### src/rtl/caliptra_tlul_pkg.sv
// TL-UL channel types shared by the socket and its bench.
// Ports: none (package). Fixed 32-bit address/data, 8-bit source, 1-bit sink.
// The a_user/d_user integrity fields ride along untouched through the socket.
package caliptra_tlul_pkg;

  typedef struct packed {
    logic [4:0] rsvd;
    logic [3:0] instr_type;
    logic [6:0] cmd_intg;
    logic [6:0] data_intg;
  } tl_a_user_t;

  typedef struct packed {
    logic [6:0] rsp_intg;
    logic [6:0] data_intg;
  } tl_d_user_t;

  typedef struct packed {
    logic        a_valid;
    logic [2:0]  a_opcode;
    logic [2:0]  a_param;
    logic [1:0]  a_size;
    logic [7:0]  a_source;
    logic [31:0] a_address;
    logic [3:0]  a_mask;
    logic [31:0] a_data;
    tl_a_user_t  a_user;
    logic        d_ready;
  } tl_h2d_t;

  typedef struct packed {
    logic        d_valid;
    logic [2:0]  d_opcode;
    logic [2:0]  d_param;
    logic [1:0]  d_size;
    logic [7:0]  d_source;
    logic        d_sink;
    logic [31:0] d_data;
    tl_d_user_t  d_user;
    logic        d_error;
    logic        a_ready;
  } tl_d2h_t;

endpackage

### src/rtl/caliptra_tlul_socket_m1_rr.sv
// TL-UL M:1 socket: round-robin merge of M hosts onto one device, host index tagged in a_source low bits.
// Latency: 0 cycles on both a and d channels (purely combinational paths, no buffering).
// Backpressure: a stalled grant is locked until accepted; hosts at MaxOutstanding are not arbitrated.
// Ports: clk_i/rst_i (sync, active-high), tl_h_i/tl_h_o host side [M], tl_d_o/tl_d_i device side,
//        err_unroutable_o (pulse after a response with tag >= M is dropped), idle_o.
module caliptra_tlul_socket_m1_rr
  import caliptra_tlul_pkg::*;
#(
  parameter int unsigned M              = 3,
  parameter int unsigned MaxOutstanding = 4
) (
  input  logic    clk_i,
  input  logic    rst_i,
  input  tl_h2d_t tl_h_i [M],
  output tl_d2h_t tl_h_o [M],
  output tl_h2d_t tl_d_o,
  input  tl_d2h_t tl_d_i,
  output logic    err_unroutable_o,
  output logic    idle_o
);

  localparam int unsigned IDW = $clog2(M);

  localparam logic [0:0] StIdle   = 1'b0;
  localparam logic [0:0] StLocked = 1'b1;

  logic [0:0]     state_q;
  logic [IDW-1:0] rr_ptr_q;
  logic [IDW-1:0] grant_q;
  logic [3:0]     cnt_q [M];
  logic           err_q;

  logic [M-1:0]   elig;
  logic [2*M-1:0] elig_rot;
  logic           found;
  logic [IDW-1:0] pick;
  logic [IDW-1:0] grant;
  logic           gnt_vld;
  logic           a_acc;
  logic [IDW-1:0] tag;
  logic           tag_ok;
  logic           rsp_rdy;
  logic           rsp_acc;

  // (base + off) mod M without a divider; base < M and off < M keep the sum below 2M.
  function automatic logic [IDW-1:0] wrap_add(input logic [IDW-1:0] base, input int unsigned off);
    logic [IDW:0] s;
    s = {1'b0, base} + (IDW+1)'(off);
    if (s >= (IDW+1)'(M)) s = s - (IDW+1)'(M);
    return s[IDW-1:0];
  endfunction

  // Rotating the doubled request vector by rr_ptr turns the wrapped scan into a plain first-one search.
  always_comb begin
    for (int i = 0; i < M; i++) begin
      elig[i] = !rst_i && tl_h_i[i].a_valid && (cnt_q[i] < 4'(MaxOutstanding));
    end
    elig_rot = {elig, elig} >> rr_ptr_q;
    found    = 1'b0;
    pick     = rr_ptr_q;
    for (int k = 0; k < M; k++) begin
      if (!found && elig_rot[k]) begin
        found = 1'b1;
        pick  = wrap_add(rr_ptr_q, k);
      end
    end
  end

  // While locked the held host is presented unconditionally so the device sees a stable request.
  assign grant   = (state_q == StLocked) ? grant_q : pick;
  assign gnt_vld = !rst_i && ((state_q == StLocked) ? tl_h_i[grant_q].a_valid : found);
  assign a_acc   = gnt_vld && tl_d_i.a_ready;

  assign tag    = tl_d_i.d_source[IDW-1:0];
  assign tag_ok = ({1'b0, tag} < (IDW+1)'(M));

  // Unroutable responses are sunk so a bad tag can never wedge the device's d channel.
  always_comb begin
    rsp_rdy = 1'b1;
    if (tag_ok) begin
      for (int i = 0; i < M; i++) begin
        if (tag == IDW'(i)) rsp_rdy = tl_h_i[i].d_ready;
      end
    end
  end
  assign rsp_acc = tl_d_i.d_valid && rsp_rdy;

  always_comb begin
    tl_d_o          = tl_h_i[grant];
    tl_d_o.a_valid  = gnt_vld;
    tl_d_o.a_source = {tl_h_i[grant].a_source[7-IDW:0], grant};
    tl_d_o.d_ready  = rsp_rdy;
  end

  always_comb begin
    for (int i = 0; i < M; i++) begin
      tl_h_o[i]          = tl_d_i;
      tl_h_o[i].d_valid  = tl_d_i.d_valid && tag_ok && (tag == IDW'(i));
      tl_h_o[i].d_source = tl_d_i.d_source >> IDW;
      tl_h_o[i].a_ready  = a_acc && (grant == IDW'(i));
    end
  end

  always_comb begin
    idle_o = (state_q == StIdle);
    for (int i = 0; i < M; i++) begin
      if (cnt_q[i] != 4'd0) idle_o = 1'b0;
    end
    idle_o = idle_o || rst_i;
  end

  assign err_unroutable_o = err_q && !rst_i;

  always_ff @(posedge clk_i) begin
    if (rst_i) begin
      state_q  <= StIdle;
      rr_ptr_q <= '0;
      grant_q  <= '0;
      err_q    <= 1'b0;
      for (int i = 0; i < M; i++) cnt_q[i] <= 4'd0;
    end else begin
      err_q <= tl_d_i.d_valid && !tag_ok;

      case (state_q)
        StIdle: begin
          if (found) begin
            if (tl_d_i.a_ready) begin
              rr_ptr_q <= wrap_add(pick, 1);
            end else begin
              grant_q <= pick;
              state_q <= StLocked;
            end
          end
        end
        default: begin
          if (a_acc) begin
            rr_ptr_q <= wrap_add(grant_q, 1);
            state_q  <= StIdle;
          end
        end
      endcase

      // A response for a host already at 0 (orphaned by a reset) must not wrap the counter.
      for (int i = 0; i < M; i++) begin
        logic inc;
        logic dec;
        inc = a_acc && (grant == IDW'(i));
        dec = rsp_acc && tag_ok && (tag == IDW'(i)) && (cnt_q[i] != 4'd0);
        if (inc && !dec)      cnt_q[i] <= cnt_q[i] + 4'd1;
        else if (dec && !inc) cnt_q[i] <= cnt_q[i] - 4'd1;
      end
    end
  end

  // The top IDW source bits are overwritten by the host tag, so hosts must leave them clear.
  for (genvar gi = 0; gi < M; gi++) begin : g_src_chk
    a_src_fits : assert property (@(posedge clk_i) disable iff (rst_i)
      tl_h_i[gi].a_valid |-> (tl_h_i[gi].a_source[7:8-IDW] == '0));
  end

endmodule

### config.mk
export PLATFORM = sky130hd
export DESIGN_NAME = caliptra_tlul_socket_m1_rr
export DESIGN_NICKNAME = d
export VERILOG_FILES = /design/src/rtl/caliptra_tlul_pkg.sv /design/src/rtl/caliptra_tlul_socket_m1_rr.sv
export SDC_FILE = /design/constraint.sdc
export NUM_CORES = 1
export LEC_CHECK = 0
export ABC_CLOCK_PERIOD_IN_PS = 5300
export CORE_AREA = 4 4 275 277
export DETAILED_ROUTE_END_ITERATION = 10
export DIE_AREA = 0 0 279 281
export SYNTH_ARGS = -nofsm -noshare
export SYNTH_HDL_FRONTEND = slang
export SYNTH_SLANG_ARGS = --single-unit
### constraint.sdc
create_clock -name clk_i -period 5.3 [get_ports clk_i]
set_clock_uncertainty 0.1 [all_clocks]
set_input_delay 0.795 -clock clk_i [delete_from_list [all_inputs] [get_ports clk_i]]
set_output_delay 0.795 -clock clk_i [all_outputs]
set_load 0.05 [all_outputs]
# --- Word-level counts from Yosys, hierarchy flattened ---
# Memory sizes are Yosys's and may differ from the RTL's.
# Index checks and enable logic that the tools add are counted.
op_classes:
  add_sub_neg: 15
  magnitude_cmp: 11
  eq_ne: 5
  shift: 1
  n_mux: 63
  bitwise_logic: 10
  n_reduce_logical: 53
ops:
  columns: ["operator", "n"]
  rows:
  - ["109-bit binary-select mux with 2-bit select", 2]
  - ["109-bit 2-to-1 mux", 2]
  - ["108-bit 2-to-1 mux", 2]
  - ["1-bit 2-to-1 mux", 38]
  - ["1-bit logical AND", 33]
  - ["2-bit 2-to-1 mux", 13]
  - ["4-bit 2-to-1 mux", 6]
  - ["4-bit by 1-bit adder with 4-bit output, second input constant", 3]
  - ["3-bit by 2-bit greater-or-equal comparator with 1-bit output, second input constant", 4]
  - ["4-bit by 3-bit less-than comparator with 1-bit output, second input constant", 3]
  - ["4-bit nonzero test", 3]
  - ["4-bit by 1-bit subtractor with 4-bit output, second input constant", 3]
  - ["1-bit zero test", 10]
  - ["2-bit subtractor, second input constant", 5]
  - ["2-bit by 1-bit adder with 3-bit output, second input constant", 3]
  - ["3-bit greater-or-equal comparator, second input constant", 2]
  - ["2-bit NOT with 3-bit output", 2]
  - ["1-bit bitwise OR", 6]
  - ["3-bit AND reduction", 2]
  - ["6-bit by 2-bit >> shifter with 3-bit output", 1]
  - ["2-bit by 1-bit == test with 1-bit output, second input constant", 2]
  - ["2-bit == test, second input constant", 2]
  - ["2-bit zero test", 2]
  - ["2-bit nonzero test", 2]
  - ["6 further kinds", 7]
word_totals:
  ff_bits: 6
  ram_bits: 12
  input_bits: 395
  output_inout_bits: 309
  mem_count: 1
mem_list:
  columns: ["name", "words", "word_bits", "rd", "rd_ports_with_merged_regs", "write_ports", "line_no", "text"]
  rows:
  - ["cnt_q", 3, 4, 3, 0, 3, "caliptra_tlul_socket_m1_rr.sv:30", "logic [3:0] cnt_q [M];"]

# --- Longest topological paths before layout ---
# Gate-level depths: netlist (run 1).
depth:
  depth_word: 22
  mapped_depth: 16

# --- Least setup slack after synthesis (run 1) ---
# OpenSTA, ideal clock, no wires.
synth_timing:
  kind: "input port to output port"
  from: "in rst_i"
  to: "out tl_d_o[48] (netlist name)"
  t_arrival_ns: 4.200
  required_ns: 4.405
  setup_slack_ns: 0.205
  cell_stages: 12
  path_cell_list: "buf_6 -> or4b_1 -> buf_2 -> nor4_1 -> o311ai_1 -> o21ai_1 -> nor2_1 -> inv_2 -> buf_2 -> buf_2 -> mux2i_1 -> o21ai_0"
synth_rtl:
  columns: ["element", "line_no", "text"]
  rows:
  - ["from (decl)", "caliptra_tlul_socket_m1_rr.sv:13", "input logic rst_i,"]
  - ["to (decl)", "caliptra_tlul_socket_m1_rr.sv:16", "output tl_h2d_t tl_d_o,"]

==> results of run 1 <==
==> cells by family (layout without fill, tap and decap cells) <==
group	Yosys count	after routing
compound gates	167	167
xor+xnor	9	9
fa+ha+maj	13	13
buf+inv	254	555
flops	18	18
mux	112	112
other cells	1	10
simple gates	180	180
==> where the power goes <==
part | switching [mW] | total [mW] | internal, mW
Combinational | 1.75 | 3.34 | 1.59
Clock | 0.0579 | 0.158 | 0.101
Sequential | 0.0179 | 0.182 | 0.164
==> state kept, by name, summed over array words and instances (netlist names) <==
register,flops
err_q,1
cnt_q,12
grant_q,2
rr_ptr_q,2
state_q,1
==> final cells by class <==
cell class | count | area (sq um) | share of cell area, %
multi-input cells | 487 | 3230 | 28.4
diodes | 4 | 10.0 | 0.0879
well taps | 959 | 1200 | 10.5
inverters | 17 | 70.1 | 0.615
clock buffers | 3 | 75.1 | 0.659
repair buffers | 534 | 6320 | 55.5
clock inverters | 1 | 3.75 | 0.0330
flip-flops and latches | 18 | 480 | 4.22
==> cell usage in the layout (no fill, tap or decap), drive strengths merged, types with 3 or more instances in the layout <==
cell and n:
o21ai 113, mux2i 111, nor4b 3, clkbuf 3, nor2 26, or4 3
nand2 117, nand3 3, nor3b 4, edfxtp 12, o2111ai 3, clkdlybuf4s50 333
a31oi 3, inv 15, a211oi 8, nor3 3, diode 4, or4b 3
o31ai 3, a21oi 15, nand2b 3, nor4 5, buf 201, conb 6
dfxtp 6, ha 11, xor2 5, clkinv 3, xnor2 4
==> cell usage after synthesis, drive strengths merged, types with 4 or more instances <==
cell	count	area [sq um]
clkbuf	19	71.3
dfxtp	6	120
xnor2	4	35.0
edfxtp	12	360
nand2	117	442
o21ai	113	569
ha	11	138
a211oi	8	60.1
mux2i	111	1110
a21oi	15	78.8
nor4	5	46.3
inv	16	60.1
nor3b	4	30.0
nor2	26	97.6
xor2	5	43.8
buf	218	1620
==> worst register-to-register path: stages, from the launching register on <==
cell      delay, ns
edfxtp_1       0.52
or4b_1         0.70
buf_4          0.20
mux2i_1        0.11
a22oi_1        0.33
a311o_2        0.28
nand2_2        0.11
buf_4          0.16
o21ai_1        0.22
inv_1          0.10
ha_1           0.28
a21o_1         0.17
a21oi_1        0.17
xor2_1         0.20
xnor2_1        0.14
nor2_1         0.06
==> layer usage <==
| layer | global-route usage [%] | share of wire [%] | up-vias |
|---|---|---|---|
| met5 | 0 | 0.058 | - |
| met4 | 0.702 | 0.94 | 4 |
| met3 | 5.99 | 17 | 29 |
| met2 | 13.2 | 44 | 556 |
| met1 | 9.85 | 38 | 2761 |
| li1 | - | - | 3025 |
==> worst max path at each step <==
stage          startpoint    endpoint  slack [ns]  cells past startpoint
2_1_floorplan       rst_i  tl_d_o[48]        0.21                     12
3_3_place_gp        rst_i  tl_d_o[18]        0.21                     14
3_5_place_dp        rst_i  tl_d_o[21]        0.21                     14
4_1_cts             rst_i  tl_d_o[15]        0.19                     14
5_1_grt             rst_i  tl_d_o[35]        0.02                     12
6_report            rst_i  tl_d_o[21]        0.19                     14
==> metrics by stage <==
step	setup WS [ns]	hold WS [ns]	util, %	total power, mW	instances
CTS	0.188	0.421	15.6	3.73	2019
finish	0.192	0.423	15.6	3.68	2023
floorplan	0.205	0.391	-	2.07	759
global placement	0.206	0.412	15.5	3.57	2015
detailed placement	0.212	0.413	15.5	3.56	2015
global route	0.0199	0.471	15.6	3.85	2019
==> run metrics, run 1 <==
outcome finished clean; first drt pass iteration count 5; Simple-Gate Fraction of Synth Area 15.5%; Hold Path End grant_q[1]$_SDFFE_PP0P_; Final nets 1469; CTS Root Cell clkbuf_16; Vias/cell 3.15; Synth Area in Adders 3.27%; maximum vdd drop 0.000250 V; Final Cycle Share 96.4%; initial antenna violation count 21; Die Y 281 microns; CP most frequent cell buf_12; minimum clock period 5.11 ns; YS warnings 0; wire per inst 17.8 microns; mux contribution to synthesized area 20.6%; R2R Setup Slk 1.20 ns; Worst-Skew Late Latency 0.25 ns; CP max stage delay 0.60 ns; Hold Path Class reg -> reg; final instance area 0.0114 sq mm; WP data required 4.41 ns; reg2reg start cnt_q[2][2]$_DFFE_PP_; DR DRC count 0; antenna violation net count after detailed routing 0; Final Hold Fails 0; hold_buf cts 0; Placed Area 0.0113 sq mm; Initial Util 7.47%; Achievable Freq 196 MHz; CTS Sinks 18; asr flop ratio synth 0%; GP Congestion 0.829; area growth from synthesis to layout 109%; max_slew headroom 47.9%; # fillers 8271; final global-route overflow total 0; core area 0.0728 sq mm; final WL 36.1 mm; Ports 704; sequential fraction of the synthesis area 8.83%; hold depth 2; Synth Area in Compound Gates 17.9%; Startpoint Class input pin; vias in the first global route 6546; crit end category primary output; Synth Area in XOR/XNOR 1.45%; R2R depth 15; CTS clk-pin slew, worst paths 0.06 ns; Cell variety after synth 63; CTS tree yes; Starting DRT DRC Count 299; WS Path Type in -> out; H-tree lvl count 1; CTS max path bufs 2; DP Wirelength 32.5 mm; Slowest cell on crit path or4b_1; max cap viols 0; via count 6375; Final Max Tran Viols 0; #FFs+latches synth 18; Final TNS setup 0 ns; unrepaired setup endpoints after global routing no; kind of cell adding the most delay to the critical path buffers and inverters; worst-path cell chain clkdlybuf4s50_1 > buf_4 > or4b_1 > nor3_1 > nor4_1 > buf_4 > and4_4 > nor2_1 > inv_6 > buf_12 > buf_12 > mux2i_1 > o21ai_0 > buf_12; main combinational cell family by area after synthesis buffers and inverters; transition time of the tightest slew-check pin 0.776 ns; Total Routing Usage GR 8.46%; final count of negative-setup-slack endpoints 0; post-synthesis cell count 754; CP Max Fanout 18; Mapped Area 0.00544 sq mm; fraction of layout cells with a size suffix above 1 20.9%; Synth Flop Type edfxtp_1; static leakage 4.22 nW; min-delay src grant_q[1]$_SDFFE_PP0P_; # resized after CTS 0; # port buffers 443; die area 0.0784 sq mm; pwr dens 323 mW/mm^2; reg2reg end cnt_q[1][3]$_SDFFCE_PN0P_; CTS Buf Count 3; Post-CTS Setup Repair Bufs 0; Worst Path Arrival 4.21 ns; Post-synth EDFFs 12; Die X 279 microns; row count 99; CP bufs+invs 7; first-pass GRT wire length 47.8 mm; largest net degree at the start of global routing 67; Syn Area/Cell 7.22 sq um
Power figures use the tool's default switching activity.
==> run 2, diff against run 1 <==
- RECOVER_POWER: unset -> 100
==> run 2 against run 1 <==
  * Critical path depth is 2 lower
  * Count of clock-buffer cells in the layout unchanged
  * Setup slack got worse by 0.012 ns
  * Highest routed layer unchanged
  * Die area stayed put
  * Final area decreased by 2.7%
  * Wire length up 0.17%
  * Maximum frequency decreased by 0.24%
  * Sequential power about the same
  * Final cell count unchanged
  * Non-clock buffer count unchanged
==> run metrics, run 2 (synthesis results as in run 1) <==
area growth from synthesis to layout 104%; final WL 36.2 mm (+0.17%); max_slew headroom 42.6% (-5.3 points); max cap viols 0 (unchanged); vias in the first global route 6546 (unchanged); static leakage 4.18 nW (-0.91%); Starting DRT DRC Count 303 (+1.3%); Placed Area 0.0113 sq mm (unchanged); minimum clock period 5.12 ns (+0.0124 ns); final count of negative-setup-slack endpoints 0 (unchanged); commonest non-fill, non-tap cell in the layout clkdlybuf4s50_1; via count 6375 (unchanged); Final nets 1469 (unchanged); # resized after CTS 0 (unchanged); Vias/cell 3.15 (unchanged); Startpoint Class input pin; reg2reg end cnt_q[1][3]$_SDFFCE_PN0P_; WS Path Type in -> out; Die X 279 microns (unchanged); most flop-heavy register cnt_q; most frequent cells in the layout 325 x clkdlybuf4s50_1, 116 x nand2_1, 111 x mux2i_1, 111 x o21ai_0, 93 x buf_12; hold depth 2 (unchanged); min-delay src grant_q[1]$_SDFFE_PP0P_; CP max stage delay 0.60 ns (about the same); Total Routing Usage GR 8.46% (unchanged); CTS Buf Count 3 (unchanged); # fillers 8341 (+0.85%); Slowest cell on crit path or4b_1; CTS tree yes; antenna violation net count after detailed routing 0 (unchanged); transition time of the tightest slew-check pin 0.852 ns (+0.0760 ns); Worst Path Arrival 4.23 ns (+0.02 ns); largest net degree at the start of global routing 67 (unchanged); maximum vdd drop 0.000250 V (about the same); Ports 704 (unchanged); Largest register FFs 12 (unchanged); Initial Util 7.47% (unchanged); Final Max Tran Viols 0 (unchanged); row count 99 (unchanged); fraction of layout cells with a size suffix above 1 17.7% (-3.2 points); Final Cycle Share 96.6% (+0.23 points); Hold Path End grant_q[1]$_SDFFE_PP0P_; pwr dens 316 mW/mm^2 (-2.3%); die area 0.0784 sq mm (unchanged); # port buffers 443 (unchanged); hold_buf cts 0 (unchanged); Final TNS setup 0 ns (unchanged); GP Congestion 0.829 (unchanged); CP Max Fanout 40 (+22); CTS clk-pin slew, worst paths 0.06 ns (about the same); Die Y 281 microns (unchanged); CTS Root Cell clkbuf_16; final global-route overflow total 0 (unchanged); CP bufs+invs 6 (-1); wire per inst 17.9 microns (+0.17%); WP data required 4.41 ns (about the same); H-tree lvl count 1 (unchanged); CTS Sinks 18 (unchanged); initial antenna violation count 21 (unchanged); final instance area 0.0111 sq mm (-2.7%); Achievable Freq 195 MHz (-0.24%); CTS max path bufs 2 (unchanged); reg2reg start cnt_q[2][2]$_DFFE_PP_; R2R depth 15 (unchanged); unrepaired setup endpoints after global routing no; Final Hold Fails 0 (unchanged); kind of cell adding the most delay to the critical path buffers and inverters; core area 0.0728 sq mm (unchanged); Post-CTS Setup Repair Bufs 0 (unchanged); CP most frequent cell buf_4; DR DRC count 0 (unchanged); Largest regs cnt_q (12), grant_q (2), rr_ptr_q (2); worst-path cell chain clkdlybuf4s50_1 > buf_4 > or4b_1 > clkbuf_1 > mux2i_1 > a22oi_1 > a311o_2 > nand2_2 > inv_1 > buf_4 > o21ai_0 > dlymetal6s2s_1; first drt pass iteration count 6 (+1); crit end category primary output; first-pass GRT wire length 47.8 mm (unchanged); DP Wirelength 32.5 mm (unchanged); R2R Setup Slk 1.21 ns (about the same); Hold Path Class reg -> reg; Worst-Skew Late Latency 0.25 ns (about the same); outcome finished clean; hold_ws 0.425 ns (+0.00181 ns)
-- run 2: cell count changes in the layout (fill, tap and decap cells not counted), sizes merged --
cell and change:
buf -50, clkbuf +28, dlymetal6s2s +13, clkdlybuf4s15 +9
clkdlybuf4s50 -8, dlygate4sd3 +8, clkinv -1, inv +1
-- run 2: how the worst max path moves through the flow --
stage | from | endpoint | slack [ns] | cells past startpoint
floorplan | rst_i | tl_d_o[48] | 0.21 | 12
global placement | rst_i | tl_d_o[18] | 0.21 | 14
detailed placement | rst_i | tl_d_o[21] | 0.21 | 14
CTS | rst_i | tl_d_o[15] | 0.19 | 14
global route | rst_i | tl_d_o[56] | 0.01 | 12
finish | rst_i | tl_d_o[40] | 0.18 | 12
-- run 2: layer usage --
metal	GRT usage (%)	wire length, microns	up-vias
met4	0.702	351	4
li1	-	-	3029
met2	13.2	15700	529
met5	0	21	-
met1	9.85	14000	2782
met3	5.99	6110	31
-- run 2: tightest hold or removal path: cells and delay by family (launching register included) --
family           cells  cell delay (ns)
AO/OA/AOI/OAI        1             0.05
flip-flops           1             0.33
AND/OR/NAND/NOR      1             0.10
-- run 2: where the power goes --
group          leakage, nW  total, mW  internal (mW)  switching (mW)
clock               0.0386      0.160          0.101          0.0595
combinational         3.97       3.15           1.43            1.72
sequential           0.174      0.182          0.164          0.0180
-- run 2: area by class of cell --
type	instances	area (sq um)	area share, %
Antenna cell	4	10.0	0.0904
Clock buffer	3	75.1	0.678
Clock inverter	1	3.75	0.0339
Inverter	17	68.8	0.621
Multi-Input combinational cell	487	3210	29.0
Sequential cell	18	480	4.34
Tap cell	959	1200	10.8
Timing Repair Buffer	534	6020	54.4
-- run 2: through the flow --
stage                     utilization, %  std cells  power [mW]  setup WS, ns
after floorplan                        -        759        2.07         0.205
after global placement              15.5       2015        3.57         0.206
after detailed placement            15.5       2015        3.56         0.212
after CTS                           15.6       2019        3.73         0.188
after global routing                15.2       2019        3.66        0.0109
final                               15.2       2023        3.49         0.180
==> run 3, diff against run 2 <==
- ABC_CLOCK_PERIOD_IN_PS: 5300 -> 4300
- CORE_AREA: 4 4 275 277 -> 2 2 275 277
- DIE_AREA: 0 0 279 281 -> 0 0 277 279
- clock period: 5.3 -> 4.3 ns (I/O delays scaled with it)
==> run 3 against run 2 <==
  * Wire length increased by 5.8%
  * Critical path depth rose by 4
  * Combinational power up 37%
  * Clock power up 20%
  * Largest cell class unchanged
  * Critical endpoint is now tl_d_o[87]
  * Register-to-register slack got worse by 0.89 ns
  * Critical path type unchanged
  * Die area shrank 1.4%
==> run metrics, run 3 (synthesis results as in run 1) <==
Final Hold Fails 0 (unchanged); Hold Path Class reg -> reg; sequential share of power 4.7% (-0.5 points); Vias/cell 3.22 (+2.3%); Largest regs cnt_q (12), grant_q (2), rr_ptr_q (2); Startpoint Class input pin; transition time of the tightest slew-check pin 0.748 ns (-0.104 ns); Final TNS setup 0 ns (unchanged); antenna violation net count after detailed routing 0 (unchanged); minimum clock period 4.19 ns; hold_ws 0.417 ns (-0.00770 ns); GP Congestion 0.916 (+10%); first drt pass iteration count 4 (-2); final count of negative-setup-slack endpoints 0 (unchanged); static leakage 4.48 nW (+7.2%); final WL 38.3 mm (+5.8%); wire per inst 18.5 microns (+3.5%); final global-route overflow total 0 (unchanged); initial antenna violation count 16 (-24%); Die Y 279 microns (-0.71%); Largest register FFs 12 (unchanged); Final nets 1504 (+2.4%); Final Cycle Share 97.4%; largest net degree at the start of global routing 47 (-30%); Worst Path Arrival 3.44 ns (-0.79 ns); CTS Sinks 18 (unchanged); Total Power 4.74 mW (+36%); most flop-heavy register cnt_q; pwr dens 398 mW/mm^2 (+26%); area growth from synthesis to layout 119%; first-pass GRT wire length 51.2 mm (+7.1%); row count 100 (+1.0%); outcome finished clean; CTS Buf Count 3 (unchanged); most frequent cells in the layout 321 x clkdlybuf4s50_1, 115 x nand2_1, 108 x mux2i_1; CTS clk-pin slew, worst paths 0.06 ns (about the same); vias in the first global route 6923 (+5.8%); Cell Int Power 2.34 mW (+38%); Die X 277 microns (-0.72%); sw frac 50.6% (-0.84 points); max cap viols 0 (unchanged); commonest non-fill, non-tap cell in the layout clkdlybuf4s50_1; WP data required 3.56 ns (-0.85 ns); Achievable Freq 239 MHz; H-tree lvl count 1 (unchanged); core area 0.0741 sq mm (+1.7%); Clock Power Share 4.0% (-0.6 points); Ports 704 (unchanged); DR DRC count 0 (unchanged); maximum vdd drop 0.000217 V (-13%); CTS Root Cell clkbuf_16; unrepaired setup endpoints after global routing no; CTS max path bufs 2 (unchanged); Worst-Skew Late Latency 0.25 ns (about the same); Total Routing Usage GR 9.31% (+0.84 points); CP Max Fanout 11 (-73%); CTS tree yes; crit end category primary output; Starting DRT DRC Count 354 (+17%); WS Path Type in -> out; via count 6670 (+4.6%); Final Max Tran Viols 0 (unchanged); Comb pwr share 91.3% (+1.1 points); final core occ 16.1% (+0.86 points); DP Wirelength 32.5 mm (+0.15%); Initial Util 7.34% (-0.12 points); fraction of layout cells with a size suffix above 1 30.0% (+12 points); Net Switching 2.40 mW (+33%); max_slew headroom 49.7% (+7.1 points); # port buffers 443 (unchanged); die area 0.0773 sq mm (-1.4%)
[run 3: cell count changes in the layout (fill, tap and decap cells not counted), sizes merged]
cell,previous run,this run
diode,4,5
inv,16,17
dlygate4sd2,0,3
clkbuf,31,36
clkdlybuf4s50,325,321
clkdlybuf4s15,9,0
dlygate4sd3,8,7
buf,151,202
bufbuf,0,2
dlymetal6s2s,13,0
[run 3: worst paths after layout]
kind	endpoint	depth (start not counted)	slack [ns]	start
worst max-delay path	tl_d_o[87]	16	0.11	rst_i
worst min register to register	grant_q[1]$_SDFFE_PP0P_	2	0.42	grant_q[1]$_SDFFE_PP0P_
worst max register to register	cnt_q[1][3]$_SDFFCE_PN0P_	12	0.32	cnt_q[0][3]$_SDFFCE_PN0P_
worst min-delay path	grant_q[1]$_SDFFE_PP0P_	2	0.42	grant_q[1]$_SDFFE_PP0P_
[run 3: power groups by stage]
stage / clock network (mW) / logic, mW / registers (mW)
detailed placement: 0 / 4.26 / 0.224
CTS: 0.197 / 4.50 / 0.221
global route: 0.200 / 4.54 / 0.224
finish: 0.192 / 4.32 / 0.222
floorplan: 0 / 2.45 / 0.217
global placement: 0 / 4.26 / 0.223
[run 3: layout make-up]
class	instances	area [sq um]
Fill cell	8399	62200
Timing Repair Buffer	568	6460
Multi-Input combinational cell	487	3570
Tap cell	969	1210
Sequential cell	18	480
Inverter	17	76.3
Clock buffer	3	75.1
Antenna cell	5	12.5
Timing Repair inverter	1	6.26
Clock inverter	1	3.75
[run 3: what timing repair did]
item	4_1_cts	5_1_grt
hold buffers	0	0
cloned	5	1
pin swaps	7	2
hold endpoints to repair	0	0
gates resized for setup	47	29
buffers inserted	13	1
setup endpoints to repair	111	73
[run 3: per-layer routing]
layer | global-route usage, % | wire [microns] | part of all wire [%] | vias up
met2 | 15.3 | 17600 | 46 | 499
met5 | 0.188 | 23 | 0.060 | -
met4 | 2.05 | 914 | 2.4 | 4
li1 | - | - | - | 3109
met1 | 10.3 | 14200 | 37 | 3017
met3 | 5.38 | 5550 | 15 | 41
[run 3: critical path: stages]
cell and delay, ns:
buf_2 0.14, buf_6 0.14, or4b_4 0.59, buf_6 0.16, mux2i_2 0.16, a21oi_2 0.10
and4_4 0.22, nor2_4 0.22, inv_4 0.08, nor2_4 0.10, buf_12 0.14, buf_12 0.11
bufbuf_16 0.27, nand2_1 0.07, o21ai_2 0.05, clkbuf_4 0.24
[run 3: metrics by stage]
| step | std cells | setup WS [ns] | instance area, sq um |
|---|---|---|---|
| after floorplan | 759 | -0.133 | 5610 |
| after detailed placement | 2040 | -0.632 | 11600 |
| after CTS | 2062 | 0.0171 | 12100 |
| after global placement | 2040 | -0.599 | 11600 |
| final | 2069 | 0.111 | 11900 |
| after global routing | 2068 | 0.0179 | 11900 |
